<file path="config.mk">
export PLATFORM = sky130hd
export DESIGN_NAME = bounds_range_table
export DESIGN_NICKNAME = d
export VERILOG_FILES = /design/src/rtl/bounds_range_pkg.sv /design/src/rtl/range_match.sv /design/src/rtl/bounds_range_table.sv
export SDC_FILE = /design/constraint.sdc
export NUM_CORES = 2
export LEC_CHECK = 0
export BUFFER_PORTS_ARGS = -buffer_cell sky130_fd_sc_hd__buf_2
export CORE_MARGIN = 3
export CORE_UTILIZATION = 35
export DETAILED_ROUTE_END_ITERATION = 16
export GPL_ROUTABILITY_DRIVEN = 0
export PLACE_DENSITY = 0.58
export REMOVE_ABC_BUFFERS = 1
export SYNTH_ARGS = -nofsm -noshare
export SYNTH_HDL_FRONTEND = slang
export SYNTH_SLANG_ARGS = --single-unit
</file>
<file path="constraint.sdc">
create_clock -name clk_i -period 5.65 [get_ports clk_i]
set_input_delay 0 -clock clk_i [delete_from_list [all_inputs] [get_ports clk_i]]
set_output_delay 0 -clock clk_i [all_outputs]
set_load 0.02 [all_outputs]
</file>
<file path="src/rtl/bounds_range_pkg.sv">
// Shared types for the bounds range table: one table entry and the sweep FSM state.
// Entry address fields are RANGE_ADDR_W wide; the table's ADDR_W parameter must match.
package bounds_range_pkg;

  localparam int unsigned RANGE_ADDR_W = 32;

  typedef struct packed {
    logic                    valid;
    logic [RANGE_ADDR_W-1:0] base;
    logic [RANGE_ADDR_W-1:0] last;
  } range_entry_t;

  typedef enum logic {
    IDLE  = 1'b0,
    CLEAR = 1'b1
  } tbl_state_e;

endpackage

</file>
<file path="src/rtl/range_match.sv">
// One lookup channel against every entry: hit vector, lowest hit index, overflow of the access end.
// Purely combinational (0 cycles); no handshake, the caller registers the result.
module range_match
  import bounds_range_pkg::*;
#(
  parameter int unsigned ADDR_W = RANGE_ADDR_W,
  parameter int unsigned DEPTH  = 8,
  parameter int unsigned LEN_W  = 12,
  parameter int unsigned IDX_W  = $clog2(DEPTH)
) (
  input  range_entry_t [DEPTH-1:0] i_tbl,
  input  logic [ADDR_W-1:0]        i_addr,
  input  logic [LEN_W-1:0]         i_len,
  output logic [DEPTH-1:0]         o_hit_vec,
  output logic [IDX_W-1:0]         o_idx,
  output logic                     o_overflow
);

  localparam int unsigned EXT_W = ADDR_W + 1;

  logic [LEN_W-1:0]  w_len_eff;
  logic [EXT_W-1:0]  w_end;
  logic [ADDR_W-1:0] w_last_sel;

  // A zero-length access still touches one byte.
  assign w_len_eff = (i_len == '0) ? LEN_W'(1) : i_len;
  assign w_end     = {1'b0, i_addr} + EXT_W'(w_len_eff) - EXT_W'(1);

  always_comb begin
    o_hit_vec = '0;
    for (int j = 0; j < DEPTH; j++) begin
      o_hit_vec[j] = i_tbl[j].valid & (i_tbl[j].base <= i_addr) & (i_addr <= i_tbl[j].last);
    end
  end

  always_comb begin
    o_idx      = '0;
    w_last_sel = '0;
    for (int j = DEPTH - 1; j >= 0; j--) begin
      if (o_hit_vec[j]) begin
        o_idx      = IDX_W'(j);
        w_last_sel = i_tbl[j].last;
      end
    end
  end

  assign o_overflow = (|o_hit_vec) & (w_end[ADDR_W] | (w_end[ADDR_W-1:0] > w_last_sel));

endmodule

</file>
<file path="src/rtl/bounds_range_table.sv">
// Table of allocated [base,last] ranges with circular insert/evict, free-by-base and a DEPTH-cycle clear sweep.
// Lookups: 1-cycle latency, one per channel per cycle, never stalled; alloc is held off only by free or the sweep.
module bounds_range_table
  import bounds_range_pkg::*;
#(
  parameter int unsigned ADDR_W   = RANGE_ADDR_W,
  parameter int unsigned DEPTH    = 8,
  parameter int unsigned N_LOOKUP = 2,
  parameter int unsigned LEN_W    = 12,
  parameter int unsigned IDX_W    = $clog2(DEPTH)
) (
  input  logic                               clk_i,
  input  logic                               rst_ni,
  input  logic                               alloc_valid_i,
  output logic                               alloc_ready_o,
  input  logic [ADDR_W-1:0]                  alloc_base_i,
  input  logic [ADDR_W-1:0]                  alloc_last_i,
  input  logic                               free_valid_i,
  input  logic [ADDR_W-1:0]                  free_base_i,
  input  logic                               clear_i,
  input  logic [N_LOOKUP-1:0]                lk_valid_i,
  input  logic [N_LOOKUP-1:0][ADDR_W-1:0]    lk_addr_i,
  input  logic [N_LOOKUP-1:0][LEN_W-1:0]     lk_len_i,
  output logic [N_LOOKUP-1:0]                lk_valid_o,
  output logic [N_LOOKUP-1:0]                lk_hit_o,
  output logic [N_LOOKUP-1:0][IDX_W-1:0]     lk_idx_o,
  output logic [N_LOOKUP-1:0]                lk_overflow_o,
  output logic                               err_o,
  output logic                               evict_o,
  output logic [IDX_W:0]                     count_o,
  output logic                               busy_o
);

  localparam int unsigned CNT_W = IDX_W + 1;

  tbl_state_e                 r_state;
  range_entry_t [DEPTH-1:0]   r_tbl;
  logic [IDX_W-1:0]           r_wr_ptr;
  logic [IDX_W-1:0]           r_clr_ptr;
  logic [CNT_W-1:0]           r_count;
  logic                       r_err;
  logic                       r_evict;
  logic [N_LOOKUP-1:0]        r_lk_valid;
  logic [N_LOOKUP-1:0]        r_lk_hit;
  logic [N_LOOKUP-1:0][IDX_W-1:0] r_lk_idx;
  logic [N_LOOKUP-1:0]        r_lk_ov;

  logic [DEPTH-1:0]           w_overlap;
  logic [DEPTH-1:0]           w_free_hit;
  logic [CNT_W-1:0]           w_free_cnt;
  logic                       w_alloc_fire;
  logic                       w_alloc_bad;
  logic                       w_alloc_ok;
  logic                       w_free_fire;
  logic                       w_tgt_valid;

  logic [N_LOOKUP-1:0][DEPTH-1:0] w_hit_vec;
  logic [N_LOOKUP-1:0][IDX_W-1:0] w_idx;
  logic [N_LOOKUP-1:0]            w_ov;

  assign alloc_ready_o = (r_state == IDLE) & ~free_valid_i;
  assign w_alloc_fire  = alloc_valid_i & alloc_ready_o;
  assign w_free_fire   = free_valid_i & (r_state == IDLE);
  assign w_tgt_valid   = r_tbl[r_wr_ptr].valid;

  always_comb begin
    w_overlap  = '0;
    w_free_hit = '0;
    w_free_cnt = '0;
    for (int j = 0; j < DEPTH; j++) begin
      w_overlap[j]  = r_tbl[j].valid & (alloc_base_i <= r_tbl[j].last) & (r_tbl[j].base <= alloc_last_i);
      w_free_hit[j] = r_tbl[j].valid & (r_tbl[j].base == free_base_i);
      w_free_cnt    = w_free_cnt + CNT_W'(w_free_hit[j]);
    end
  end

  assign w_alloc_bad = (alloc_base_i > alloc_last_i) | (|w_overlap);
  assign w_alloc_ok  = w_alloc_fire & ~w_alloc_bad;

  for (genvar g = 0; g < N_LOOKUP; g++) begin : g_lk
    range_match #(
      .ADDR_W (ADDR_W),
      .DEPTH  (DEPTH),
      .LEN_W  (LEN_W),
      .IDX_W  (IDX_W)
    ) u_match (
      .i_tbl      (r_tbl),
      .i_addr     (lk_addr_i[g]),
      .i_len      (lk_len_i[g]),
      .o_hit_vec  (w_hit_vec[g]),
      .o_idx      (w_idx[g]),
      .o_overflow (w_ov[g])
    );
  end

  // Lookups read the table as it stood before this cycle's update.
  always_ff @(posedge clk_i or negedge rst_ni) begin
    if (!rst_ni) begin
      r_lk_valid <= '0;
      r_lk_hit   <= '0;
      r_lk_idx   <= '0;
      r_lk_ov    <= '0;
    end else begin
      for (int i = 0; i < N_LOOKUP; i++) begin
        r_lk_valid[i] <= lk_valid_i[i];
        r_lk_hit[i]   <= lk_valid_i[i] & (|w_hit_vec[i]);
        r_lk_idx[i]   <= lk_valid_i[i] ? w_idx[i] : '0;
        r_lk_ov[i]    <= lk_valid_i[i] & w_ov[i];
      end
    end
  end

  always_ff @(posedge clk_i or negedge rst_ni) begin
    if (!rst_ni) begin
      r_state   <= IDLE;
      r_tbl     <= '0;
      r_wr_ptr  <= '0;
      r_clr_ptr <= '0;
      r_count   <= '0;
      r_err     <= 1'b0;
      r_evict   <= 1'b0;
    end else begin
      r_err   <= w_alloc_fire & w_alloc_bad;
      r_evict <= w_alloc_ok & w_tgt_valid;
      case (r_state)
        IDLE: begin
          if (w_free_fire) begin
            for (int j = 0; j < DEPTH; j++) begin
              if (w_free_hit[j]) r_tbl[j].valid <= 1'b0;
            end
            r_count <= r_count - w_free_cnt;
          end else if (w_alloc_ok) begin
            r_tbl[r_wr_ptr] <= '{valid: 1'b1, base: alloc_base_i, last: alloc_last_i};
            r_wr_ptr        <= r_wr_ptr + IDX_W'(1);
            if (!w_tgt_valid) r_count <= r_count + CNT_W'(1);
          end
          if (clear_i) begin
            r_state   <= CLEAR;
            r_clr_ptr <= '0;
          end
        end
        CLEAR: begin
          r_tbl[r_clr_ptr] <= '0;
          if (r_clr_ptr == IDX_W'(DEPTH - 1)) begin
            r_state   <= IDLE;
            r_clr_ptr <= '0;
            r_wr_ptr  <= '0;
            r_count   <= '0;
          end else begin
            r_clr_ptr <= r_clr_ptr + IDX_W'(1);
          end
        end
        default: r_state <= IDLE;
      endcase
    end
  end

  assign lk_valid_o    = r_lk_valid;
  assign lk_hit_o      = r_lk_hit;
  assign lk_idx_o      = r_lk_idx;
  assign lk_overflow_o = r_lk_ov;
  assign err_o         = r_err;
  assign evict_o       = r_evict;
  assign count_o       = r_count;
  assign busy_o        = (r_state == CLEAR);

endmodule

</file>
==> results.yml <==
outcome:
  status: "finished, violations left"
  violations: "hold timing"
placement:
  hpwl_um: 319000
  dp_slack_ns: -0.765
  io_buffers: 210
layout:
  layout-drive-gt1-share_pct: 20.2
  fillers: 19600
  syn_to_final_growth_pct: 26.0
  final_core_util_pct: 44.6
  nNetsFinal: 11700
drt:
  vias: 80000
  ant_nets: 0
  drt_iter0_markers: 10400
  routed_wl_um: 390000
  wire_per_inst_um: 31.2
  drcViolationCount: 0
  dr.pass1.iters: 7
  via_per_inst: 6.40
yosys:
  netlist.top_cell.by_area: "ha_1"
  syn_area_per_cell_um2: 8.63
  synth_xor_area_share_pct: 3.79
  synth-seq-area-share_pct: 18.9
  yosysWarnings: 0
  async_flop_share_pct: 100
  synth_most_common_cell: "ha_1"
  synth_compound_area_share_pct: 22.2
  synth_mux_area_share_pct: 5.23
  syn_area_mm2: 0.0720
  synth_common_cells: "ha_1, nand2_1, inv_1, dfrtp_1, a21oi_1"
  synth_edf_count: 0
  syn_inst: 8344
  synth_area_leaders: "ha_1, dfrtp_1, mux2i_1"
  netlist.area_leader.share_pct: 30.0
  synth_cell_types: 89
  yosys.area_share.adder_pct: 30.3
  synthFlopType: "dfrtp_1"
  synth_top_family_by_area: "adder cells"
  synth-simple-area-share_pct: 14.3
  synth_seq_cells: 545
timing:
  tightest_slew_ns: 1.38
  finClkSkew_ns: 0.0488
  fin_ws_ns: 0.0189
  final_max_slew_viol_count: 0
  holdWs_ns: -0.00239
  max_slew_margin_pct: 7.11
  finalCriticalPeriod_ns: 5.63
  period_share_pct: 99.7
  setup_viol: 0
  hold_violations: 1
  fmax_mhz: 178
  rsz0062_at_grt: "yes"
cts:
  tritoncts: "built"
  cts_root_buf: "clkbuf_16"
  clkLatencyLatePin_ns: 0.78
  clock_path_buffers: 3
  cts.clk_slew.worst_paths_ns: 0.06
  cts_sinks: 545
  cts_made_buffers: 80
  cts.htree.levels: 3
floorplan:
  placementRows: 165
  die_x_um: 460
  io_pins: 211
  die_h_um: 460
  start_util_pct: 35.4
  core_mm2: 0.203
  die_area_mm2: 0.211
pwr:
  p_leak_nw: 42.3
  irDropWorstVdd_v: 0.000389
  power_density_mw_per_mm2: 369
worst_setup_path:
  cp_common_cell: "buf_4"
  arrival_ns: 6.27
  cp.required_ns: 6.29
  crit_type: "reg -> reg"
  crit_path_top_delay_cell: "a221o_2"
  crit_path_end_kind: "flip-flop"
  slowest_delay_ns: 0.51
  start_kind: "flip-flop"
  critPathMaxFanout: 9
global_routing:
  grt_use_total_pct: 35.5
  grt_pass1_vias: 77500
  grt_max_degree: 141
  antenna_found_initial: 20
  grt_pass1_wl_um: 542000
  global_route.overflow_total: 0
run:
  cap_violations: 0
min_path:
  hp-class: "in -> async"
power breakdown:
part / internal (W) / switching, W
Combinational: 0.00841 / 0.0129
Sequential: 0.00514 / 0.00139
Clock: 0.00323 / 0.00240
critical path: cells and delay by family, from the launching register on:
kind	cells	cell delay, ns
compound gates	12	2.30
buf+inv	5	0.97
flops	1	0.42
fa+ha+maj	2	0.63
simple gates	6	1.18
path summary, 6_finish.rpt:
| check | to | depth (start not counted) | slack [ns] | start |
|---|---|---|---|---|
| worst max-delay path | lk_overflow_o[1]$_DFF_PN0_ | 25 | 0.02 | r_tbl[188]$_DFFE_PN0P_ |
| worst min-delay path | r_tbl[365]$_DFFE_PN0P_ | 3 | -0.002 | rst_ni |
| worst max register to register | lk_overflow_o[1]$_DFF_PN0_ | 25 | 0.02 | r_tbl[188]$_DFFE_PN0P_ |
| worst min register to register | r_tbl[351]$_DFFE_PN0P_ | 1 | 0.50 | r_tbl[351]$_DFFE_PN0P_ |
| max in group asynchronous | r_tbl[160]$_DFFE_PN0P_ | 3 | 4.76 | rst_ni |
| min in group clk_i | r_clr_ptr[2]$_DFFE_PN0P_ | 3 | 0.02 | clear_i |
layout by cell type, fill, tap and decap left out, drive strengths merged, types with 183 or more instances in the layout:
cell,count
nand3,205
nand4,336
a21o,379
mux2i,375
inv,556
a21oi,522
o21ai,688
nor2,251
xor2,183
ha,1728
buf,1647
nand2,674
dfrtp,545
registers in the layout, summed over array words and instances (netlist names), 2 cells and up:
name / flops
count_o: 4
lk_hit_o: 2
lk_idx_o: 6
lk_overflow_o: 2
lk_valid_o: 2
r_clr_ptr: 3
r_tbl: 520
r_wr_ptr: 3
final cells by class:
| type | count | area [µm²] | area share (%) |
|---|---|---|---|
| clock inverters | 38 | 526 | 0.579 |
| clock buffers | 105 | 2250 | 2.47 |
| inverters | 552 | 2070 | 2.29 |
| well taps | 2672 | 3340 | 3.68 |
| flip-flops and latches | 545 | 13600 | 15.0 |
| repair buffers | 1704 | 13500 | 14.8 |
| diodes | 7 | 17.5 | 0.0193 |
| multi-input cells | 6884 | 55400 | 61.1 |
metrics by stage:
step | total power (W) | instances | TNS [ns] | cell area [µm²] | hold WS, ns
final | 0.0335 | 12500 | 0 | 90800 | -0.00239
after detailed placement | 0.0266 | 12300 | -1.53 | 86500 | 0.0723
after CTS | 0.0324 | 12500 | 0 | 90100 | 0.00276
after global placement | 0.0258 | 12300 | -1.31 | 86500 | 0.0755
after global routing | 0.0353 | 12500 | -0.137 | 90700 | 0.0423
after floorplan | 0.0167 | 7981 | -4526.01 | 70300 | -0.296
what timing repair did:
action | in CTS | in global routing
hold buffers | 57 | 0
pin swaps | 15 | 57
gates cloned | 0 | 1
endpoints found under the hold margin | 584 | 0
setup buffers | 4 | 26
gates resized for setup | 49 | 107
setup endpoints to repair | 3 | 5
cell families after synthesis:
| logic type | Yosys count |
|---|---|
| muxes | 376 |
| and+or+nand+nor | 2031 |
| xor gates and xnor gates | 312 |
| DFF | 545 |
| AOI/OAI and AO/OA | 2427 |
| buffers and inverters | 915 |
| adders and majority gates | 1738 |
per-layer routing:
layer	global-route usage [%]	up-vias	part of all wire, %
met5	0	-	0.021
met4	25.5	12	9.0
met3	13.5	1382	15
met2	49.3	5632	39
met1	44.4	38600	38
li1	-	34400	-
No activity file was read; power rests on OpenSTA's default activity.
